$ cat src/rtl/ghash_pkg.sv
// Shared types and GF(2^128) helpers for the GHASH streaming engine.
// Holds the FSM state enum, the GCM reduction constant and a one-bit multiply step.
// No ports; imported by ghash_stream and gf128_digit_mul.
package ghash_pkg;

    typedef enum logic [2:0] {
        IDLE,
        WAIT,
        MUL,
        LEN,
        DONE
    } state_t;

    // GCM reduction polynomial in reflected bit order: 11100001 || 0^120
    localparam logic [127:0] GF_R = 128'hE1 << 120;

    // One shift-and-add step of the GCM multiply: conditionally accumulate V
    // into Z, then divide V by x modulo the field polynomial.
    // Returns {Z', V'}.
    function automatic logic [255:0] gf_step(input logic [127:0] z,
                                             input logic [127:0] v,
                                             input logic         x);
        logic [127:0] z_n;
        logic [127:0] v_n;
        z_n = x ? (z ^ v) : z;
        v_n = v[0] ? ((v >> 1) ^ GF_R) : (v >> 1);
        return {z_n, v_n};
    endfunction

endpackage

$ cat src/rtl/gf128_digit_mul.sv
// Combinational DIGIT-bit slice of the GCM multiply: applies DIGIT gf_step stages.
// Latency: zero cycles (pure combinational).
// Backpressure: none; the caller sequences the slices.
// Ports: i_z/i_v running product and shifted subkey, i_x_bits next multiplier
//        bits (MSB = first in GCM order), o_z/o_v updated product and subkey.
module gf128_digit_mul
    import ghash_pkg::*;
#(
    parameter int DIGIT = 8
) (
    input  logic [127:0]      i_z,
    input  logic [127:0]      i_v,
    input  logic [DIGIT-1:0]  i_x_bits,
    output logic [127:0]      o_z,
    output logic [127:0]      o_v
);

    logic [127:0] w_z [0:DIGIT];
    logic [127:0] w_v [0:DIGIT];

    assign w_z[0] = i_z;
    assign w_v[0] = i_v;

    for (genvar g = 0; g < DIGIT; g++) begin : g_step
        logic [255:0] w_zv;
        // Bits are consumed MSB first, matching GCM's bit ordering.
        assign w_zv       = gf_step(w_z[g], w_v[g], i_x_bits[DIGIT-1-g]);
        assign w_z[g+1]   = w_zv[255:128];
        assign w_v[g+1]   = w_zv[127:0];
    end

    assign o_z = w_z[DIGIT];
    assign o_v = w_v[DIGIT];

endmodule

$ cat src/rtl/ghash_stream.sv
// Streaming GCM GHASH + tag: absorbs AAD/CT blocks, appends the length block, emits S ^ E_K(J0).
// Latency: 128/DIGIT+1 cycles per block; finish accept to tag_valid is 128/DIGIT+2 cycles.
// Backpressure: blk_ready only in WAIT; blocks and finish are held off during LEN/MUL/DONE/IDLE.
// Ports: clk/rst, h + ek_j0 (sampled on start), start, blk_data/blk_type/blk_bytes/blk_valid,
//        blk_ready, finish, tag/tag_valid (held until next start), err (sticky order error), busy.
module ghash_stream
    import ghash_pkg::*;
#(
    parameter int DIGIT = 8,
    parameter int LEN_W = 36
) (
    input  logic         clk,
    input  logic         rst,
    input  logic [127:0] h,
    input  logic [127:0] ek_j0,
    input  logic         start,
    input  logic [127:0] blk_data,
    input  logic         blk_type,
    input  logic [4:0]   blk_bytes,
    input  logic         blk_valid,
    output logic         blk_ready,
    input  logic         finish,
    output logic [127:0] tag,
    output logic         tag_valid,
    output logic         err,
    output logic         busy
);

    localparam int NCYC  = 128 / DIGIT;
    localparam int CNT_W = (NCYC > 1) ? $clog2(NCYC) : 1;

    state_t             r_state;
    logic [127:0]       r_h;
    logic [127:0]       r_ek;
    logic [127:0]       r_s;      // accumulator; doubles as the multiplier shift register during MUL
    logic [127:0]       r_z;
    logic [127:0]       r_v;
    logic [CNT_W-1:0]   r_cnt;
    logic               r_from_len;
    logic [LEN_W-1:0]   r_aad_len;
    logic [LEN_W-1:0]   r_ct_len;
    logic [127:0]       r_tag;
    logic               r_tag_valid;
    logic               r_err;

    logic [4:0]         w_nbytes;
    logic [127:0]       w_mask;
    logic [127:0]       w_len_blk;
    logic               w_order_err;
    logic               w_last;
    logic [127:0]       w_z_nxt;
    logic [127:0]       w_v_nxt;

    function automatic logic [LEN_W-1:0] sat_add(input logic [LEN_W-1:0] a,
                                                 input logic [4:0]       b);
        logic [LEN_W:0] s;
        s = {1'b0, a} + (LEN_W+1)'(b);
        return s[LEN_W] ? '1 : s[LEN_W-1:0];
    endfunction

    // 0 means a full block; out-of-range counts are also clamped to a full block.
    assign w_nbytes    = (blk_bytes == 5'd0 || blk_bytes > 5'd16) ? 5'd16 : blk_bytes;
    // Keep bytes [0, n): those sit at the top of the word.
    assign w_mask      = ~({128{1'b1}} >> {w_nbytes, 3'b000});
    assign w_len_blk   = {(64'(r_aad_len) << 3), (64'(r_ct_len) << 3)};
    // Every accepted CT block adds at least one byte, so a non-zero CT count means CT was seen.
    assign w_order_err = !blk_type && (r_ct_len != '0);
    assign w_last      = (r_cnt == CNT_W'(NCYC - 1));

    gf128_digit_mul #(.DIGIT(DIGIT)) u_mul (
        .i_z      (r_z),
        .i_v      (r_v),
        .i_x_bits (r_s[127 -: DIGIT]),
        .o_z      (w_z_nxt),
        .o_v      (w_v_nxt)
    );

    always_ff @(posedge clk or posedge rst) begin
        if (rst) begin
            r_state     <= IDLE;
            r_h         <= '0;
            r_ek        <= '0;
            r_s         <= '0;
            r_z         <= '0;
            r_v         <= '0;
            r_cnt       <= '0;
            r_from_len  <= 1'b0;
            r_aad_len   <= '0;
            r_ct_len    <= '0;
            r_tag       <= '0;
            r_tag_valid <= 1'b0;
            r_err       <= 1'b0;
        end else if (start) begin
            r_h         <= h;
            r_ek        <= ek_j0;
            r_s         <= '0;
            r_aad_len   <= '0;
            r_ct_len    <= '0;
            r_tag       <= '0;
            r_tag_valid <= 1'b0;
            r_err       <= 1'b0;
            r_state     <= WAIT;
        end else begin
            case (r_state)
                WAIT: begin
                    if (blk_valid) begin
                        if (w_order_err) begin
                            // Late AAD block is consumed and dropped; no state change besides err.
                            r_err <= 1'b1;
                        end else begin
                            r_s <= r_s ^ (blk_data & w_mask);
                            if (blk_type) r_ct_len  <= sat_add(r_ct_len, w_nbytes);
                            else          r_aad_len <= sat_add(r_aad_len, w_nbytes);
                            r_z        <= '0;
                            r_v        <= r_h;
                            r_cnt      <= '0;
                            r_from_len <= 1'b0;
                            r_state    <= MUL;
                        end
                    end else if (finish) begin
                        r_s     <= r_s ^ w_len_blk;
                        r_state <= LEN;
                    end
                end
                LEN: begin
                    r_z        <= '0;
                    r_v        <= r_h;
                    r_cnt      <= '0;
                    r_from_len <= 1'b1;
                    r_state    <= MUL;
                end
                MUL: begin
                    r_z <= w_z_nxt;
                    r_v <= w_v_nxt;
                    if (w_last) begin
                        r_s <= w_z_nxt;
                        if (r_from_len) begin
                            r_tag       <= w_z_nxt ^ r_ek;
                            r_tag_valid <= 1'b1;
                            r_state     <= DONE;
                        end else begin
                            r_state <= WAIT;
                        end
                    end else begin
                        r_s   <= r_s << DIGIT;
                        r_cnt <= r_cnt + 1'b1;
                    end
                end
                default: r_state <= r_state;  // IDLE and DONE wait for start
            endcase
        end
    end

    assign blk_ready = (r_state == WAIT);
    assign busy      = (r_state != IDLE) && (r_state != DONE);
    assign tag       = r_tag;
    assign tag_valid = r_tag_valid;
    assign err       = r_err;

endmodule

$ cat config.mk
export PLATFORM = sky130hd
export DESIGN_NAME = ghash_stream
export DESIGN_NICKNAME = d
export VERILOG_FILES = /design/src/rtl/ghash_pkg.sv /design/src/rtl/gf128_digit_mul.sv /design/src/rtl/ghash_stream.sv
export SDC_FILE = /design/constraint.sdc
export NUM_CORES = 2
export LEC_CHECK = 0
export CAP_MARGIN = 40
export CORE_MARGIN = 2
export CORE_UTILIZATION = 35
export DETAILED_ROUTE_END_ITERATION = 10
export DONT_BUFFER_PORTS = 1
export PLACE_DENSITY = 0.57
export SLEW_MARGIN = 20
export SYNTH_ARGS = -nofsm -noshare
export SYNTH_HDL_FRONTEND = slang
export SYNTH_HIERARCHICAL = 1
export SYNTH_SLANG_ARGS = --single-unit
$ cat constraint.sdc
create_clock -name clk -period 39.5 [get_ports clk]
set_input_delay 7.9 -clock clk [delete_from_list [all_inputs] [get_ports clk]]
set_output_delay 7.9 -clock clk [all_outputs]
set_load 0.005 [all_outputs]
==> results.tsv <==
metric	value	unit
status	finished clean	
post_cts_resize_count	0	
grtUsageTotal	23.94	%
io_buffers	0	
use_met3	6.872	%
p_leak	23.54	nW
antenna_found_initial	64	
critical_path_class	primary input to register	
clock-sinks	850	
yosysWarningCount	6	
fin_util	37.93	%
drt-pass1-iter-count	5	
remaining_drc_errors	0	
async_flop_share	100.0	%
relSlewSlack	3.307	%
avgSynthCellArea	8.351	sq um
cts_hold_buf	0	
worstPathCellList	nor2_1 > nand2_1 > ha_1 > nand2b_1 > inv_1 > ha_1 > fa_1 > a31oi_1 > a31oi_1 > o2111a_1 > nor3_1 > buf_2 > a311oi_1	
worstSkewPairLatency	0.76	ns
final_cell_mix	nand2_1 (1745), xnor2_1 (902), dfrtp_1 (842), o21ai_0 (359), xor2_1 (262)	
drt_iter0_drc	5162	
clock_path_buffers	3	
nets	6609	
fin_crit_sh	27.23	%
met1_usage	33.65	%
vdd.ir_drop.worst	0.03605	mV
layout_min_cycle_time	10.76	ns
synth_cells	6655	
die_x	402.5	um
clkSlewWorstSetupHoldPaths	0.06	ns
rsz0062_at_grt	false	
dp_hpwl	137600	um
hold_start	r_z[45]	
min_delay_path_depth	2	
post-cts-setup-buffer-count	0	
crit_start	blk_bytes[1]	
ys_seq_elements	850	
crit_required	40.12	ns
ant_nets	0	
yosysSeqAreaShare	38.27	%
dieArea	162000	sq um
worst_slew_pin_slew	1.450	ns
finClkSkew	0.04660	ns
hold_end	r_z[45]	
routed_wl	199500	um
grt_remaining_overflow	0	
dp_worst_setup_slack	27.97	ns
reg2reg_to	r_v[47]	
netlist_area	55570	sq um
syn_nets	7062	
gp_congestion	0.9144	
drv_cap	0	
coreArea	158000	sq um
initial_core_util	35.17	%
grt_pass1_vias	44110	
crit_fanout	11	
cp-end-kind	register	
synth_edf_count	0	
cts_made_buffers	103	
slowest_stage	nor3_1	
wl_per_cell	23.85	um
layout.cells.most_common	nand2_1	
vias	46530	
grt_first_pass_wirelength	298100	um
cts_max_level	3	
grt-busiest-layer	met2	
hold_violations	0	
met2_usage	35.64	%
worst_r2r_path_depth	11	
viasPerCell	5.562	
pin_count	527	
fp.dieH	402.5	um
cts_root_buffer	clkbuf_16	
p_per_area	60.60	nW/um^2
cp-start-kind	primary input	
cts_tree	done	
grt_max_degree	426	
r2r-start	r_ct_len[5]	
ff2ff_setup_slack	34.99	ns
hp-class	register to register	
tns	0	ns
row_count	146	
synthFlopType	dfrtp_1	
drive_gt1_share	9.476	%
area_growth_syn_to_layout	7.842	%
report.final.setup_viol	0	
fmax	0.09298	GHz
power	0.003632	W
slew_violations	0	
arrival	11.38	ns
setup_ws	28.74	ns
cpPeakStageDelay	0.58	ns
crit_buf_inv	2	
synth_cell_type_count	78	
worst_path_dominant_cell_family	adder cells	
-- how the worst max path moves through the flow --
stage                                to  slack (ns)  cells past startpoint
after floorplan                     err        7.72                      1
after global placement         r_ek[50]       27.58                      5
after detailed placement  r_aad_len[13]       27.97                     11
after CTS                 r_aad_len[13]       28.77                     11
after global routing       r_ct_len[15]       28.52                     13
final                      r_ct_len[17]       28.74                     13
-- synthesized netlist by cell type, drive strengths merged, types with 27 or more instances --
library cell     n  share of area [%]
o22a            27               0.43
nor3           118                1.1
and3            81               0.91
o21ai          365                3.3
or3             31               0.35
a311oi          45               0.71
nand3          157                1.4
nand2         1746                 12
a21oi          207                1.9
dfrtp          850                 38
nor2b           56               0.63
xor2           264                4.2
a211oi          48               0.65
nor3b           32               0.43
clkbuf         429                2.9
mux2           259                5.2
inv             42               0.28
buf            252                2.8
a221oi          28               0.44
nor4            29               0.34
nor2           259                1.8
xnor2          906                 14
a31oi          173                2.0
-- where the power goes --
part | switching [W] | internal [W]
clock network | 0.000409 | 0.000560
registers | 0.000250 | 0.000988
logic | 0.000862 | 0.000563
total | 0.00152 | 0.00211
-- worst register-to-register path: cells and delay by family, from the launching register on --
kind / cells / cell delay, ns
compound gates: 3 / 0.76
flops: 1 / 0.48
simple gates: 3 / 1.04
buf+inv: 5 / 2.16
-- logic make-up after synthesis --
group	count (synthesis)	share of synthesized area, %
and+or+nand+nor	2582	19.67
adders and majority gates	14	0.3332
xor gates and xnor gates	1176	18.76
DFF	850	38.27
muxes	261	5.284
buffers and inverters	723	5.932
AOI/OAI and AO/OA	1049	11.74
-- flip-flops by register name, indices dropped and copies added (netlist names) --
register,count
r_ek,128
err,1
tag_valid,1
r_z,128
r_h,128
r_state,3
r_s,128
r_v,128
r_from_len,1
tag,128
r_cnt,4
r_ct_len,36
r_aad_len,36
-- layout make-up --
class	instances	area (sq um)
fillers	15900	98080
multi-input cells	5082	31120
flip-flops and latches	850	21300
clock buffers	146	2920
well taps	2072	2592
repair buffers	123	1360
clock inverters	36	437.9
inverters	42	165.2
diodes	15	37.54
-- metal layers --
layer,wire length (um),vias up
met1,88070,23140
met3,19140,329
met5,580,-
met4,4936,92
li1,-,21120
met2,86810,1854
-- per-stage QoR --
| stage | area [sq um] | cells | hold WS (ns) |
|---|---|---|---|
| after floorplan | 55570 | 6655 | 0.4406 |
| after global placement | 55720 | 8115 | 0.4592 |
| after detailed placement | 56390 | 8158 | 0.4760 |
| after CTS | 59740 | 8340 | 0.4902 |
| after global routing | 59920 | 8359 | 0.5039 |
| final | 59930 | 8366 | 0.4841 |
Note: power is estimated with default switching activity, not from simulation.
